[src/rtl/fir_serializer_pkg.sv]
// Shared definitions for the FIR serializer: default word length and FSM state encoding.
package fir_serializer_pkg;

    localparam int FIR_LENGTH = 24;

    typedef enum logic {
        ST_IDLE  = 1'b0,
        ST_SHIFT = 1'b1
    } ser_state_e;

endpackage

[src/rtl/fir_serializer_if.sv]
// Word-side handshake from the FIR core plus the bit-side stream to the sink.
interface fir_serializer_if #(
    parameter int LENGTH = fir_serializer_pkg::FIR_LENGTH
);
    logic [LENGTH-1:0] iv_din;
    logic              i_din_valid;
    logic              o_ready;
    logic              i_ready;
    logic              o_dout;
    logic              o_dout_valid;
    logic              o_frame;

    modport master (
        output iv_din, i_din_valid, i_ready,
        input  o_ready, o_dout, o_dout_valid, o_frame
    );

    modport slave (
        input  iv_din, i_din_valid, i_ready,
        output o_ready, o_dout, o_dout_valid, o_frame
    );
endinterface

[src/rtl/ser_hold_reg.sv]
// One-entry data register with a full flag; load fills it, take empties it.
module ser_hold_reg #(
    parameter int WIDTH = 24
) (
    input  logic             i_clk,
    input  logic             i_rst,
    input  logic             i_load,
    input  logic [WIDTH-1:0] iv_data,
    input  logic             i_take,
    output logic [WIDTH-1:0] ov_data,
    output logic             o_full
);
    logic [WIDTH-1:0] r_data;
    logic             r_full;

    // Load only happens when empty and take only when full, so they never collide.
    always_ff @(posedge i_clk) begin
        if (i_rst) begin
            r_data <= {WIDTH{1'b0}};
            r_full <= 1'b0;
        end else if (i_take) begin
            r_full <= 1'b0;
        end else if (i_load) begin
            r_data <= iv_data;
            r_full <= 1'b1;
        end else begin
            r_full <= r_full;
        end
    end

    assign ov_data = r_data;
    assign o_full  = r_full;
endmodule

[src/rtl/fir_serializer.sv]
// Parallel-to-serial transmitter: LSB first, one bit per qualified strobe, frame marker on bit 0.
module fir_serializer
    import fir_serializer_pkg::*;
#(
    parameter int LENGTH = FIR_LENGTH,
    parameter int CNT_W  = $clog2(LENGTH)
) (
    input  logic              i_clk,
    input  logic              i_rst,
    input  logic              i_en,
    output logic              o_busy,
    fir_serializer_if.slave   bus
);
    ser_state_e        r_state;
    logic [LENGTH-1:0] r_shift;
    logic [CNT_W-1:0]  r_cnt;
    logic              r_dout;
    logic              r_dout_valid;
    logic              r_frame;

    logic [LENGTH-1:0] w_hold;
    logic              w_hold_full;
    logic              w_accept;
    logic              w_stb;
    logic              w_last;
    logic              w_take;

    assign bus.o_ready = ~w_hold_full & ~i_rst;
    assign w_accept    = bus.i_din_valid & bus.o_ready;
    assign w_stb       = i_en & bus.i_ready & (r_state == ST_SHIFT);
    assign w_last      = (r_cnt == CNT_W'(LENGTH - 1));
    // The hold empties on an idle load or on a back-to-back reload at the last bit.
    assign w_take      = w_hold_full & ((r_state == ST_IDLE) | (w_stb & w_last));

    ser_hold_reg #(
        .WIDTH (LENGTH)
    ) u_hold (
        .i_clk   (i_clk),
        .i_rst   (i_rst),
        .i_load  (w_accept),
        .iv_data (bus.iv_din),
        .i_take  (w_take),
        .ov_data (w_hold),
        .o_full  (w_hold_full)
    );

    // Shift FSM: load from the hold, then emit one bit per strobe.
    always_ff @(posedge i_clk) begin
        if (i_rst) begin
            r_state      <= ST_IDLE;
            r_shift      <= {LENGTH{1'b0}};
            r_cnt        <= {CNT_W{1'b0}};
            r_dout       <= 1'b0;
            r_dout_valid <= 1'b0;
            r_frame      <= 1'b0;
        end else begin
            case (r_state)
                ST_IDLE: begin
                    r_dout_valid <= 1'b0;
                    r_frame      <= 1'b0;
                    if (w_hold_full) begin
                        r_shift <= w_hold;
                        r_cnt   <= {CNT_W{1'b0}};
                        r_state <= ST_SHIFT;
                    end else begin
                        r_state <= ST_IDLE;
                    end
                end
                ST_SHIFT: begin
                    if (w_stb) begin
                        r_dout       <= r_shift[0];
                        r_dout_valid <= 1'b1;
                        r_frame      <= (r_cnt == {CNT_W{1'b0}});
                        if (!w_last) begin
                            r_shift <= r_shift >> 1;
                            r_cnt   <= r_cnt + CNT_W'(1);
                        end else if (w_hold_full) begin
                            r_shift <= w_hold;
                            r_cnt   <= {CNT_W{1'b0}};
                        end else begin
                            r_shift <= r_shift >> 1;
                            r_cnt   <= {CNT_W{1'b0}};
                            r_state <= ST_IDLE;
                        end
                    end else begin
                        r_dout_valid <= 1'b0;
                        r_frame      <= 1'b0;
                    end
                end
                default: begin
                    r_state      <= ST_IDLE;
                    r_dout_valid <= 1'b0;
                    r_frame      <= 1'b0;
                end
            endcase
        end
    end

    assign bus.o_dout       = r_dout;
    assign bus.o_dout_valid = r_dout_valid;
    assign bus.o_frame      = r_frame;
    assign o_busy           = (r_state == ST_SHIFT) | w_hold_full;
endmodule
[src/flat_wrapper.sv]
// flat-port wrapper written by rule: the top's interface ports become plain ports
module fir_serializer_flat import fir_serializer_pkg::*;
#(
    parameter int LENGTH = FIR_LENGTH,
    parameter int CNT_W  = $clog2(LENGTH)
)
  (i_clk, i_rst, i_en, o_busy, bus_iv_din, bus_i_din_valid, bus_i_ready, bus_o_ready, bus_o_dout, bus_o_dout_valid, bus_o_frame);
  fir_serializer_if #(.LENGTH(LENGTH)) bus_i ();
  input  logic i_clk;
  input  logic i_rst;
  input  logic i_en;
  output logic o_busy;
  input wire logic [$bits(bus_i.iv_din)-1:0] bus_iv_din;
  input wire logic [$bits(bus_i.i_din_valid)-1:0] bus_i_din_valid;
  input wire logic [$bits(bus_i.i_ready)-1:0] bus_i_ready;
  output wire logic [$bits(bus_i.o_ready)-1:0] bus_o_ready;
  output wire logic [$bits(bus_i.o_dout)-1:0] bus_o_dout;
  output wire logic [$bits(bus_i.o_dout_valid)-1:0] bus_o_dout_valid;
  output wire logic [$bits(bus_i.o_frame)-1:0] bus_o_frame;
  assign bus_i.iv_din = bus_iv_din;
  assign bus_i.i_din_valid = bus_i_din_valid;
  assign bus_i.i_ready = bus_i_ready;
  assign bus_o_ready = bus_i.o_ready;
  assign bus_o_dout = bus_i.o_dout;
  assign bus_o_dout_valid = bus_i.o_dout_valid;
  assign bus_o_frame = bus_i.o_frame;
  fir_serializer #(.LENGTH(LENGTH), .CNT_W(CNT_W)) u_core (.i_clk(i_clk), .i_rst(i_rst), .i_en(i_en), .o_busy(o_busy), .bus(bus_i));
endmodule
[config.mk]
export PLATFORM = sky130hd
export DESIGN_NAME = fir_serializer_flat
export DESIGN_NICKNAME = d
export VERILOG_FILES = /design/src/rtl/fir_serializer_pkg.sv /design/src/rtl/fir_serializer_if.sv /design/src/rtl/ser_hold_reg.sv /design/src/rtl/fir_serializer.sv /design/src/flat_wrapper.sv
export SDC_FILE = /design/constraint.sdc
export NUM_CORES = 1
export LEC_CHECK = 0
export ABC_CLOCK_PERIOD_IN_PS = 2150
export CAP_MARGIN = 20
export CORE_ASPECT_RATIO = 1.75
export CORE_MARGIN = 5
export CORE_UTILIZATION = 53
export CTS_BUF_LIST = sky130_fd_sc_hd__clkbuf_16
export DETAILED_ROUTE_END_ITERATION = 12
export PLACE_DENSITY = 0.81
export SLEW_MARGIN = 15
export SYNTH_ARGS = -nofsm -noshare
export SYNTH_HDL_FRONTEND = slang
export SYNTH_HIERARCHICAL = 1
export SYNTH_SLANG_ARGS = --single-unit
[constraint.sdc]
create_clock -name i_clk -period 2.15 [get_ports i_clk]
set_clock_uncertainty 0.05 [all_clocks]
set_input_delay 0.3225 -clock i_clk [delete_from_list [all_inputs] [get_ports i_clk]]
set_output_delay 0.3225 -clock i_clk [all_outputs]
set_load 0.005 [all_outputs]
==> results of run 1 <==
==> metrics by stage <==
stage / util / instances / setup slack (ps)
after floorplan: - / 275 / 199
after detailed placement: 0.610 / 344 / 142
final: 0.669 / 360 / 190
after global routing: 0.669 / 360 / 23.0
after CTS: 0.669 / 360 / 183
after global placement: 0.610 / 344 / 191
==> per-layer routing <==
| layer | part of all wire | vias to the layer above |
|---|---|---|
| met3 | 0.049 | 8 |
| met1 | 0.45 | 1022 |
| met2 | 0.48 | 59 |
| met4 | 0.018 | 0 |
| li1 | - | 1073 |
| met5 | 0 | - |
==> path summary, 6_finish.rpt <==
path | from | endpoint | slack, ps | cells past startpoint
worst max-delay path | u_core/r_cnt[1]$_SDFFE_PP0P_ | u_core/u_hold/ov_data[23]$_SDFFE_PP0P_ | 190 | 6
worst min-delay path | u_core/bus.o_dout$_SDFFE_PP0P_ | u_core/bus.o_dout$_SDFFE_PP0P_ | 410 | 2
worst max register to register | u_core/r_cnt[1]$_SDFFE_PP0P_ | u_core/u_hold/ov_data[23]$_SDFFE_PP0P_ | 190 | 6
worst min register to register | u_core/bus.o_dout$_SDFFE_PP0P_ | u_core/bus.o_dout$_SDFFE_PP0P_ | 410 | 2
==> cell type report <==
| cell class | instances | area, um^2 |
|---|---|---|
| Clock inverter | 7 | 70.1 |
| Multi-Input combinational cell | 163 | 1320 |
| Inverter | 28 | 105 |
| Sequential cell | 58 | 1160 |
| Clock buffer | 9 | 225 |
| Fill cell | 389 | 1650 |
| Tap cell | 54 | 67.6 |
| Timing Repair Buffer | 41 | 385 |
==> worst reg2reg max path, delay by kind of cell (launching register included) <==
family	cells	cell delay [ps]
AOI/OAI and AO/OA	2	600
and+or+nand+nor	2	490
DFF	1	380
adders and majority gates	1	270
buffers and inverters	1	100
==> power by group through the flow <==
stage	Clock [W]	Sequential, W	Combinational (W)
after floorplan	0	0.00120	0.000229
after global placement	0	0.00121	0.000315
after detailed placement	0	0.00121	0.000320
after CTS	0.00140	0.00119	0.000324
after global routing	0.00146	0.00120	0.000354
final	0.00139	0.00119	0.000323
==> state kept, by name, indices dropped and copies added (netlist names) <==
signal / flops
u_core/r_shift: 24
u_core/u_hold/ov_data: 24
u_core/r_cnt: 5
u_core/bus.o_dout: 1
u_core/bus.o_dout_valid: 1
u_core/bus.o_frame: 1
u_core/r_state: 1
u_core/u_hold/o_full: 1
==> cells in the final DEF (no fill, tap or decap), drive strengths merged, types with 4 or more instances in the layout <==
master | synthesis | layout
dfxtp | 58 | 58
nand4bb | 24 | 24
nand2 | 5 | 5
o21ai | 28 | 28
a31oi | 24 | 24
o221a | 23 | 23
buf | 12 | 9
nand2b | 26 | 26
inv | 28 | 28
nor2 | 4 | 4
a21oi | 6 | 6
clkdlybuf4s50 | 0 | 32
nand3 | 8 | 8
clkbuf | 14 | 9
==> cells by family after synthesis <==
group / Yosys count
DFF: 58
AOI/OAI and AO/OA: 84
adders and majority gates: 2
buffers and inverters: 54
and+or+nand+nor: 77
==> impl_summary.log, run 1 <==
[metrics] Worst Max-Slew Pin Slew: 655 ps
[metrics] Final min period: about 2000 ps
[metrics] most common library cells after synthesis: 58 x dfxtp_1, 28 x inv_1, 26 x nand2b_1
[metrics] maximum number of pins on one net before global-route repair: between 80 and 90
[metrics] cell at the slowest stage of the critical path: dfxtp_1
[metrics] Post-Syn Area per Cell: 9.90 um^2
[metrics] Starting Density: 0.547
[metrics] post-route cell area: 3330 um^2
[metrics] synthesized-area fraction occupied by ao, oa, aoi and oai cells: 0.253
[metrics] GR Util met2: 0.289
[metrics] Pwr per Cell Area: 871 nW/um^2
[metrics] highest cell delay on the worst timing path: around 380 ps
[metrics] Leakage: about 1.2 nW
[metrics] Post-Place Cell Area: 3040 um^2
[metrics] crit path kind: reg -> reg
[metrics] routability cong.: 0.742
[metrics] cell area after synthesis: 2720 um^2
[metrics] NetSw: 0.000690 W
[metrics] path class of the lowest-slack min-delay path: reg -> reg
[metrics] proportion of register bits with asynchronous set or reset after synthesis: 0
[metrics] drt first-iter violations: between 90 and 100
[metrics] Die Y-Extent: ~100 um
[metrics] upper clock frequency limit: between 500 and 600 MHz
[metrics] cts bufs inserted: 9
[metrics] largest cells by area after synthesis: dfxtp_1 43%, nand4bb_1 9.9%, o221a_1 7.4%
[metrics] largest family of logic cells by synthesized area: compound AO/OA/AOI/OAI gates
[metrics] Comb pwr share: 0.111
[metrics] wire length per cell: around 16 um
[metrics] Clock Latency Late Sink: between 300 and 400 ps
[metrics] Die ar.: 6730 um^2
[metrics] family with the most delay on the worst path: compound AO/OA/AOI/OAI gates
[metrics] cell with the most instances after synthesis: dfxtp_1
[metrics] ratio of cells with drive above 1 in the final layout: 0.176
[metrics] final worst path period share: 0.912
[metrics] cell count after synthesis: between 200 and 300
[metrics] final layout net count: 332
[metrics] Data arrival, critical path: 2160 ps
[metrics] remaining antenna violation count: 0
[metrics] switching share of total power: 0.238
[metrics] First-pass DRT Iterations: 4
[metrics] area leader, netlist: dfxtp_1
[metrics] critical path endpoint category: flip-flop
[metrics] Setup Buffers After CTS: 0
[metrics] tightest slew margin relative to the limit: 0.563
[metrics] tightest hold margin: between 400 and 500 ps
[metrics] most frequently used flop master after synthesis: dfxtp_1
[metrics] GR met3 Demand/Resource: 0.0451
[metrics] number of nets in the synthesized netlist: a little over 300
[metrics] count of unresolved DRC violations after routing: 0
[metrics] part of the total power dissipated in sequential elements: 0.411
[metrics] Chip Width: 64.2 um
[metrics] gr usage total: 0.178
[metrics] routing layer with the top usage in global route: met2
[metrics] arithmetic-cell share of the synthesized area counting full adders, half adders and majority gates: 0.00919
[metrics] Remaining Overflow, GRT: 0
[metrics] first-pass GRT wire length: 9770 um
[metrics] FF+latch count, synth: 58
[metrics] final count of negative-setup-slack endpoints: 0
[metrics] mux contribution to synthesized area: 0
[metrics] share of the yosys chip area belonging to registers: 0.426
[metrics] met1 Resource Use GR: 0.212
[metrics] TritonCTS clock tree: yes
[metrics] via count of the first global-routing pass: 2236
[metrics] via count: 2162
[metrics] Area growth, synth to finish: 22.3%
[metrics] Final Hold Vio Count: 0
[metrics] clock sink count: 58
[metrics] final sum of negative setup slack: 0 ps
[metrics] Worst EP required: 2350 ps
[metrics] startpoint type of the worst setup path: flip-flop
[metrics] library cells used by synthesis: 31
[metrics] core outline area: ~5000 um^2
[metrics] number of I/O pins: 34
[metrics] Overall Power: slightly below 0.003 W
[metrics] result of the run: complete, no violations
[metrics] area fraction in and, or, nand and nor cells after synthesis: 0.222
[metrics] maximum level of the CTS H-tree: 3
[metrics] share of Yosys cell area claimed by the top area cell type: 0.426
[metrics] antenna fix cells: 0
[metrics] max-cap violations: 0
[metrics] final routed wirelength across all metal layers: 5710 um
[metrics] clock root buffer: clkbuf_16
[metrics] Final Max Slew Viols: 0
[metrics] hold buffer count at CTS: 0
[metrics] unrepaired setup endpoints after global routing: no
[metrics] clock input transition at the sequential cells of the worst setup and hold paths: about 60 ps
[metrics] post-synthesis share of cell area spent on xor and xnor gates: 0
[metrics] antenna violations before repair: 0
[metrics] Avg Vias per Cell: 6.01
[metrics] number of enable flip-flop cells after synthesis: 0
[metrics] highest net fanout along the worst path: 24
[metrics] CTS Buffer Depth: 2
[metrics] total buffers and inverters traversed by the critical path: 1
[metrics] post-cts gate resize count: 0
[metrics] worst-path cell chain: ha_1 -> nand4b_4 -> o31a_4 -> inv_1 -> and2b_4 -> o21ai_0
[metrics] DPL Wire Length: roughly 3400 um
[metrics] standard-cell rows: 34
[metrics] total internal power: 0.00221 W
[metrics] clock network fraction of total power: 0.478
[metrics] Port-buffer cells: 33
[metrics] Warnings, synthesis: 6
[metrics] Max IR drop VDD: 0.923 mV
Power figures use the tool's default switching activity.
==> run 2, diff against run 1 <==
--- a/config.mk
+++ b/config.mk
@@ -12,7 +12,8 @@
 export CORE_UTILIZATION = 53
 export CTS_BUF_LIST = sky130_fd_sc_hd__clkbuf_16
 export DETAILED_ROUTE_END_ITERATION = 12
-export PLACE_DENSITY = 0.81
+export GPL_TIMING_DRIVEN = 0
+export PLACE_DENSITY = 0.88
 export SLEW_MARGIN = 15
 export SYNTH_ARGS = -nofsm -noshare
 export SYNTH_HDL_FRONTEND = slang
==> impl_summary.log, run 2 (synthesis gave the netlist of run 1 again) <==
[metrics] result of the run: complete, no violations (unchanged)
[metrics] Remaining Overflow, GRT: 0 (unchanged)
[metrics] unrepaired setup endpoints after global routing: no (unchanged)
[metrics] gr usage total: 0.203 (was 0.178)
[metrics] Die ar.: 6730 um^2 (unchanged)
[metrics] final worst path period share: 0.931 (was 0.912)
[metrics] FF-to-FF path depth: 8 (was 6)
[metrics] highest cell delay on the worst timing path: 400 ps (was 380 ps)
[metrics] TritonCTS clock tree: yes (unchanged)
[metrics] hold buffer count at CTS: 0 (unchanged)
[metrics] Leakage: 1.24 nW (was 1.21 nW)
[metrics] Starting Density: 0.547 (unchanged)
[metrics] Clock Latency Late Sink: 320 ps (was 330 ps)
[metrics] Avg Vias per Cell: 5.93 (was 6.01)
[metrics] Worst Max-Slew Pin Slew: 492 ps (was 655 ps)
[metrics] Max IR drop VDD: 1.08 mV (was 0.923 mV)
[metrics] maximum number of pins on one net before global-route repair: 11 (was 83)
[metrics] family with the most delay on the worst path: compound AO/OA/AOI/OAI gates (unchanged)
[metrics] First-pass DRT Iterations: 4 (unchanged)
[metrics] WHS Path Cells: 3 (was 2)
[metrics] cts bufs inserted: 9 (unchanged)
[metrics] first-pass GRT wire length: 11000 um (was 9770 um)
[metrics] Chip Width: 64.2 um (unchanged)
[metrics] remaining antenna violation count: 0 (unchanged)
[metrics] via count of the first global-routing pass: 2436 (was 2236)
[metrics] count of unresolved DRC violations after routing: 0 (unchanged)
[metrics] antenna violations before repair: 0 (unchanged)
[metrics] wire length per cell: 16.9 um (was 15.8 um)
[metrics] Placed Cells: 361 (was 344)
[metrics] routability cong.: 0.800 (was 0.742)
[metrics] filler-free cell count of the finished design: 377 (was 360)
[metrics] total buffers and inverters traversed by the critical path: 3 (was 1)
[metrics] upper clock frequency limit: 500 MHz (was 510 MHz)
[metrics] Worst EP required: 2360 ps (was 2350 ps)
[metrics] max-cap violations: 0 (unchanged)
[metrics] maximum level of the CTS H-tree: 3 (unchanged)
[metrics] Die Y-Extent: 105 um (unchanged)
[metrics] CTS Buffer Depth: 2 (unchanged)
[metrics] Worst Setup SP: u_core/r_cnt[0]$_SDFFE_PP0P_ (was u_core/r_cnt[1]$_SDFFE_PP0P_)
[metrics] cell at the slowest stage of the critical path: o31a_4 (was dfxtp_1)
[metrics] Pwr per Cell Area: 873 nW/um^2 (was 871 nW/um^2)
[metrics] Setup Buffers After CTS: 0 (unchanged)
[metrics] Final Max Slew Viols: 0 (unchanged)
[metrics] final count of negative-setup-slack endpoints: 0 (unchanged)
[metrics] clock sink count: 58 (unchanged)
[metrics] most common cell after layout, fill and taps aside: dfxtp_1 (unchanged)
[metrics] Port-buffer cells: 32 (was 33)
[metrics] worst-path cell chain: ha_4 -> nand4b_4 -> o31a_4 -> buf_6 -> clkinvlp_4 -> and2b_4 -> buf_6 -> o21ai_2 (was ha_1 -> nand4b_4 -> o31a_4 -> inv_1 -> and2b_4 -> o21ai_0)
[metrics] commonest cells after routing, fill and taps aside: 56 x dfxtp_1, 32 x clkdlybuf4s50_1, 27 x inv_1, 26 x nand2b_1 (was 58 x dfxtp_1, 32 x clkdlybuf4s50_1, 28 x inv_1, 26 x nand2b_1)
[metrics] Final min period: 2000 ps (was 1960 ps)
[metrics] antenna fix cells: 0 (unchanged)
[metrics] tightest slew margin relative to the limit: 0.672 (was 0.563)
[metrics] highest net fanout along the worst path: 10 (was 24)
[metrics] Filler Cells Inserted: 407 (was 389)
[metrics] clock input transition at the sequential cells of the worst setup and hold paths: 50 ps (was 60 ps)
[metrics] number of I/O pins: 34 (unchanged)
[metrics] ratio of cells with drive above 1 in the final layout: 0.189 (was 0.176)
[metrics] Critical R2R Launch: u_core/r_cnt[0]$_SDFFE_PP0P_ (was u_core/r_cnt[1]$_SDFFE_PP0P_)
[metrics] DPL Wire Length: 4490 um (was 3440 um)
[metrics] critical path endpoint category: flip-flop (unchanged)
[metrics] Overall Power: 0.00301 W (was 0.00290 W)
[metrics] HP Start: i_rst (was u_core/bus.o_dout$_SDFFE_PP0P_)
[metrics] Data arrival, critical path: 2210 ps (was 2160 ps)
[metrics] core outline area: 4980 um^2 (unchanged)
[metrics] final layout net count: 349 (was 332)
[metrics] final routed wirelength across all metal layers: 6380 um (was 5710 um)
[metrics] Crit path top cell by count: buf_6
[metrics] startpoint type of the worst setup path: flip-flop (unchanged)
[metrics] total number of cells along the worst setup path: 8 (was 6)
[metrics] clock root buffer: clkbuf_16 (unchanged)
[metrics] standard-cell rows: 34 (unchanged)
[metrics] drt first-iter violations: 79 (was 94)
[metrics] via count: 2237 (was 2162)
[metrics] path class of the lowest-slack min-delay path: in -> reg (was reg -> reg)
[metrics] Area growth, synth to finish: 26.4% (was 22.3%)
[metrics] tightest hold margin: 311 ps (was 413 ps)
[metrics] Final Hold Vio Count: 0 (unchanged)
[metrics] crit path kind: reg -> reg (unchanged)
-- run 2: cell types whose count changed in the layout (fill, tap and decap cells not counted), sizes merged --
cell      before  now
bufinv         1    2
inv           28   27
clkinvlp       3    2
buf            9   12
clkbuf         9   23
clkinv         3    4
-- run 2: repair_timing --
| action | 4_1_cts | 5_1_grt |
|---|---|---|
| setup endpoints to repair | 20 | 20 |
| hold endpoints to repair | 0 | 0 |
| resized for setup | 4 | 3 |
-- run 2: worst paths after layout --
| check | endpoint | slack, ps |
|---|---|---|
| hold / removal | u_core/u_hold/ov_data[20]$_SDFFE_PP0P_ | 310 |
| hold reg to reg | u_core/bus.o_dout$_SDFFE_PP0P_ | 410 |
| setup / recovery | u_core/u_hold/ov_data[12]$_SDFFE_PP0P_ | 150 |
| setup reg to reg | u_core/u_hold/ov_data[12]$_SDFFE_PP0P_ | 150 |
-- run 2: metal layers --
layer	global-route usage	share of wire	up-vias
li1	-	-	1103
met1	0.221	0.40	1051
met2	0.348	0.52	68
met3	0.0666	0.050	15
met4	0.0946	0.028	0
met5	0	0	-
-- run 2: worst reg2reg max path: cells and delay by family, from the launching register on --
| family | cells | cell delay (ps) |
|---|---|---|
| flops | 1 | 370 |
| compound gates | 2 | 540 |
| fa+ha+maj | 1 | 170 |
| buf+inv | 3 | 440 |
| simple gates | 2 | 370 |
-- run 2: stage by stage --
stage                util  cell area, um^2  TNS [ps]  setup slack, ps
finish              0.692             3440         0              148
global route        0.692             3440         0             34.7
CTS                 0.689             3430         0             61.2
detailed placement  0.625             3110     -2940             -191
global placement    0.625             3110     -2030             -133
floorplan               -             2720         0              199
-- run 2: where the power goes --
part / total, W / switching [W] / internal, W
registers: 0.00120 / 0.0000460 / 0.00115
logic: 0.000344 / 0.000162 / 0.000182
clock network: 0.00147 / 0.000469 / 0.000997
-- run 2: layout make-up --
type	instances	area, um^2	area share
clock buffer	9	225	0.0654
timing repair buffer	32	320	0.0931
sequential	58	1160	0.338
inverter	28	109	0.0316
buffer	26	143	0.0414
tap	54	67.6	0.0196
clock inverter	7	83.8	0.0244
multi-input combinational	163	1330	0.386
==> run 3, diff against run 2 <==
--- a/config.mk
+++ b/config.mk
@@ -5,15 +5,16 @@
 export SDC_FILE = /design/constraint.sdc
 export NUM_CORES = 1
 export LEC_CHECK = 0
+export ABC_AREA = 1
 export ABC_CLOCK_PERIOD_IN_PS = 2150
 export CAP_MARGIN = 20
-export CORE_ASPECT_RATIO = 1.75
+export CORE_ASPECT_RATIO = 1.25
 export CORE_MARGIN = 5
 export CORE_UTILIZATION = 53
 export CTS_BUF_LIST = sky130_fd_sc_hd__clkbuf_16
 export DETAILED_ROUTE_END_ITERATION = 12
 export GPL_TIMING_DRIVEN = 0
-export PLACE_DENSITY = 0.88
+export PLACE_DENSITY = 0.87
 export SLEW_MARGIN = 15
 export SYNTH_ARGS = -nofsm -noshare
 export SYNTH_HDL_FRONTEND = slang
==> impl_summary.log, run 3 <==
[metrics] antenna violations before repair: 0 (unchanged)
[metrics] Leakage: 1.61 nW (was 1.24 nW)
[metrics] maximum level of the CTS H-tree: 3 (unchanged)
[metrics] routability cong.: 0.861 (was 0.800)
[metrics] TritonCTS clock tree: yes (unchanged)
[metrics] final routed wirelength across all metal layers: 6260 um (was 6380 um)
[metrics] first-pass GRT wire length: 11000 um (about the same)
[metrics] DPL Wire Length: 4590 um (was 4490 um)
[metrics] Final min period: 2000 ps (about the same)
[metrics] Comb pwr share: 0.150 (was 0.115)
[metrics] cell area after synthesis: 2910 um^2 (was 2720 um^2)
[metrics] Overall Power: 0.00283 W (was 0.00301 W)
[metrics] crit path kind: in -> out (was reg -> reg)
[metrics] upper clock frequency limit: 501 MHz (was 500 MHz)
[metrics] Pwr per Cell Area: 791 nW/um^2 (was 873 nW/um^2)
[metrics] tightest slew margin relative to the limit: 0.624 (was 0.672)
[metrics] part of the total power dissipated in sequential elements: 0.426 (was 0.398)
[metrics] Post-Syn Area per Cell: 6.71 um^2 (was 9.90 um^2)
[metrics] switching share of total power: 0.259 (was 0.225)
[metrics] NetSw: 0.000733 W (was 0.000677 W)
[metrics] number of nets in the synthesized netlist: 464 (was 306)
[metrics] mux contribution to synthesized area: 0 (unchanged)
[metrics] Final Max Slew Viols: 0 (unchanged)
[metrics] startpoint type of the worst setup path: primary input (was flip-flop)
[metrics] most common library cells after synthesis: 99 x nor2_1, 66 x nand2_1, 61 x inv_1 (was 58 x dfxtp_1, 28 x inv_1, 26 x nand2b_1)
[metrics] synthesized-area fraction occupied by ao, oa, aoi and oai cells: 0.122 (was 0.253)
[metrics] Avg Vias per Cell: 5.00 (was 5.93)
[metrics] highest net fanout along the worst path: 9 (was 10)
[metrics] CTS Buffer Depth: 2 (unchanged)
[metrics] Worst Max-Slew Pin Slew: 563 ps (was 492 ps)
[metrics] post-synthesis share of cell area spent on xor and xnor gates: 0.00301 (was 0)
[metrics] Port-buffer cells: 33 (was 32)
[metrics] most common cell after layout, fill and taps aside: nor2_1 (was dfxtp_1)
[metrics] Clock Latency Late Sink: 320 ps (about the same)
[metrics] result of the run: complete, no violations (unchanged)
[metrics] Die ar.: 7070 um^2 (was 6730 um^2)
[metrics] Remaining Overflow, GRT: 0 (unchanged)
[metrics] Worst EP required: 1780 ps (was 2360 ps)
[metrics] cell at the slowest stage of the critical path: clkdlybuf4s50_1 (was o31a_4)
[metrics] commonest cells after routing, fill and taps aside: 99 x nor2_1, 66 x nand2_1, 65 x inv_1, 58 x dfxtp_1, 51 x nand3_1 (was 56 x dfxtp_1, 32 x clkdlybuf4s50_1, 27 x inv_1, 26 x nand2b_1)
[metrics] FF+latch count, synth: 58 (unchanged)
[metrics] Max IR drop VDD: 0.453 mV (was 1.08 mV)
[metrics] path class of the lowest-slack min-delay path: reg -> reg (was in -> reg)
[metrics] core outline area: 5370 um^2 (was 4980 um^2)
[metrics] Crit path top cell by count: clkdlybuf4s50_1 (was buf_6)
[metrics] clock input transition at the sequential cells of the worst setup and hold paths: 50 ps (about the same)
[metrics] wire length per cell: 11.5 um (was 16.9 um)
[metrics] via count: 2731 (was 2237)
[metrics] final layout net count: 508 (was 349)
[metrics] Die Y-Extent: 92.8 um (was 105 um)
[metrics] final worst path period share: 0.928 (was 0.931)
[metrics] area leader, netlist: dfxtp_1 (unchanged)
[metrics] standard-cell rows: 30 (was 34)
[metrics] First-pass DRT Iterations: 4 (unchanged)
[metrics] largest cells by area after synthesis: dfxtp_1 40%, nor2_1 13%, nand3_1 8.8% (was dfxtp_1 43%, nand4bb_1 9.9%, o221a_1 7.4%)
[metrics] number of enable flip-flop cells after synthesis: 0 (unchanged)
[metrics] Starting Density: 0.541 (was 0.547)
[metrics] via count of the first global-routing pass: 2713 (was 2436)
[metrics] worst-path cell chain: clkdlybuf4s50_1 -> nor2_1 -> clkdlybuf4s50_1 (was ha_4 -> nand4b_4 -> o31a_4 -> buf_6 -> clkinvlp_4 -> and2b_4 -> buf_6 -> o21ai_2)
[metrics] highest cell delay on the worst timing path: 610 ps (was 400 ps)
[metrics] cell with the most instances after synthesis: nor2_1 (was dfxtp_1)
[metrics] Final Hold Vio Count: 0 (unchanged)
[metrics] Data arrival, critical path: 1620 ps (was 2210 ps)
[metrics] cell count after synthesis: 433 (was 275)
[metrics] filler-free cell count of the finished design: 546 (was 377)
[metrics] clock network fraction of total power: 0.424 (was 0.488)
[metrics] count of unresolved DRC violations after routing: 0 (unchanged)
[metrics] cts bufs inserted: 9 (unchanged)
[metrics] number of I/O pins: 34 (unchanged)
[metrics] arithmetic-cell share of the synthesized area counting full adders, half adders and majority gates: 0.00861 (was 0.00919)
[metrics] library cells used by synthesis: 23 (was 31)
[metrics] critical path endpoint category: primary output (was flip-flop)
[metrics] Setup Buffers After CTS: 0 (unchanged)
[metrics] drt first-iter violations: 218 (was 79)
[metrics] most frequently used flop master after synthesis: dfxtp_1 (unchanged)
[metrics] tightest hold margin: 419 ps (was 311 ps)
[metrics] final standard cell utilization of the core: 0.666 (was 0.692)
[metrics] max-cap violations: 0 (unchanged)
[metrics] remaining antenna violation count: 0 (unchanged)
[metrics] unrepaired setup endpoints after global routing: no (unchanged)
[metrics] total buffers and inverters traversed by the critical path: 2 (was 3)
[metrics] final sum of negative setup slack: 0 ps (unchanged)
[metrics] final count of negative-setup-slack endpoints: 0 (unchanged)
[metrics] family with the most delay on the worst path: buffers and inverters (was compound AO/OA/AOI/OAI gates)
[metrics] share of the yosys chip area belonging to registers: 0.399 (was 0.426)
[metrics] proportion of register bits with asynchronous set or reset after synthesis: 0 (unchanged)
[metrics] antenna fix cells: 0 (unchanged)
[metrics] ratio of cells with drive above 1 in the final layout: 0.124 (was 0.189)
[metrics] clock root buffer: clkbuf_16 (unchanged)
[metrics] Filler Cells Inserted: 484 (was 407)
[metrics] Placed Cells: 530 (was 361)
[metrics] share of Yosys cell area claimed by the top area cell type: 0.399 (was 0.426)
[metrics] total internal power: 0.00210 W (was 0.00233 W)
[metrics] Chip Width: 76.2 um (was 64.2 um)
[metrics] maximum number of pins on one net before global-route repair: 11 (unchanged)
[metrics] largest family of logic cells by synthesized area: simple AND/OR/NAND/NOR gates (was compound AO/OA/AOI/OAI gates)
[metrics] Area growth, synth to finish: 23.1% (was 26.4%)
[metrics] gr usage total: 0.188 (was 0.203)
[metrics] area fraction in and, or, nand and nor cells after synthesis: 0.322 (was 0.222)
[metrics] clock sink count: 58 (unchanged)
[metrics] Warnings, synthesis: 6 (unchanged)
[run 3: area by class of cell]
class,count,area [um^2],area share
Buffer,28,179,0.0500
Clock buffer,9,225,0.0630
Clock inverter,7,31.3,0.00874
Inverter,64,240,0.0672
Multi-Input combinational cell,283,1330,0.372
Sequential cell,58,1160,0.325
Tap cell,64,80.1,0.0224
Timing Repair Buffer,33,330,0.0923
[run 3: metrics by stage]
| step | area (um^2) | worst slack [ps] |
|---|---|---|
| final | 3580 | 154 |
| after global routing | 3580 | 50.3 |
| after CTS | 3570 | 89.0 |
| after detailed placement | 3320 | -210 |
| after global placement | 3320 | -106 |
| after floorplan | 2910 | 502 |
[run 3: power groups by stage]
stage	logic (W)	clock network [W]	registers, W
2_1_floorplan	0.000294	0	0.00121
3_3_place_gp	0.000405	0	0.00122
3_5_place_dp	0.000418	0	0.00123
4_1_cts	0.000422	0.00122	0.00121
5_1_grt	0.000483	0.00128	0.00121
6_report	0.000424	0.00120	0.00121
[run 3: path summary, 6_finish.rpt]
| path | startpoint | end | slack, ps | cells after the start |
|---|---|---|---|---|
| worst min-delay path | u_core/r_cnt[4]$_SDFFE_PP0P_ | u_core/r_cnt[4]$_SDFFE_PP0P_ | 420 | 2 |
| worst max-delay path | i_rst | bus_o_ready | 150 | 3 |
| worst min register to register | u_core/r_cnt[4]$_SDFFE_PP0P_ | u_core/r_cnt[4]$_SDFFE_PP0P_ | 420 | 2 |
| worst max register to register | u_core/r_cnt[0]$_SDFFE_PP0P_ | u_core/u_hold/ov_data[4]$_SDFFE_PP0P_ | 200 | 10 |
[run 3: worst reg2reg max path, stage by stage (launching register included)]
cell and delay [ps]:
dfxtp_1 380, ha_1 200, nand2_1 70, inv_2 90, nand3_1 120, a21oi_2 310
inv_1 180, buf_4 210, nand3_1 90, nand2_1 60, nor2_1 120
[run 3: kinds of logic (layout without fill, tap and decap cells)]
| kind of cell | count (synthesis) | count (layout) |
|---|---|---|
| AND/OR/NAND/NOR | 224 | 224 |
| buffers and inverters | 92 | 141 |
| flip-flops | 58 | 58 |
| AO/OA/AOI/OAI | 56 | 56 |
| adder cells (fa/ha/maj) | 2 | 2 |
| XOR/XNOR | 1 | 1 |
[run 3: routing by layer]
layer | wire (um) | vias up | part of all wire | track usage
li1 | - | 1420 | - | -
met5 | 0 | - | 0 | 0
met4 | 97 | 0 | 0.016 | 0.108
met2 | 3180 | 76 | 0.51 | 0.335
met3 | 331 | 9 | 0.053 | 0.0399
met1 | 2650 | 1226 | 0.42 | 0.203
[run 3: what timing repair did]
item | 4_1_cts | 5_1_grt
endpoints found under the setup margin | 0 | 19
gates resized for setup | 0 | 1
hold buffers | 0 | 0
endpoints found under the hold margin | 0 | 0
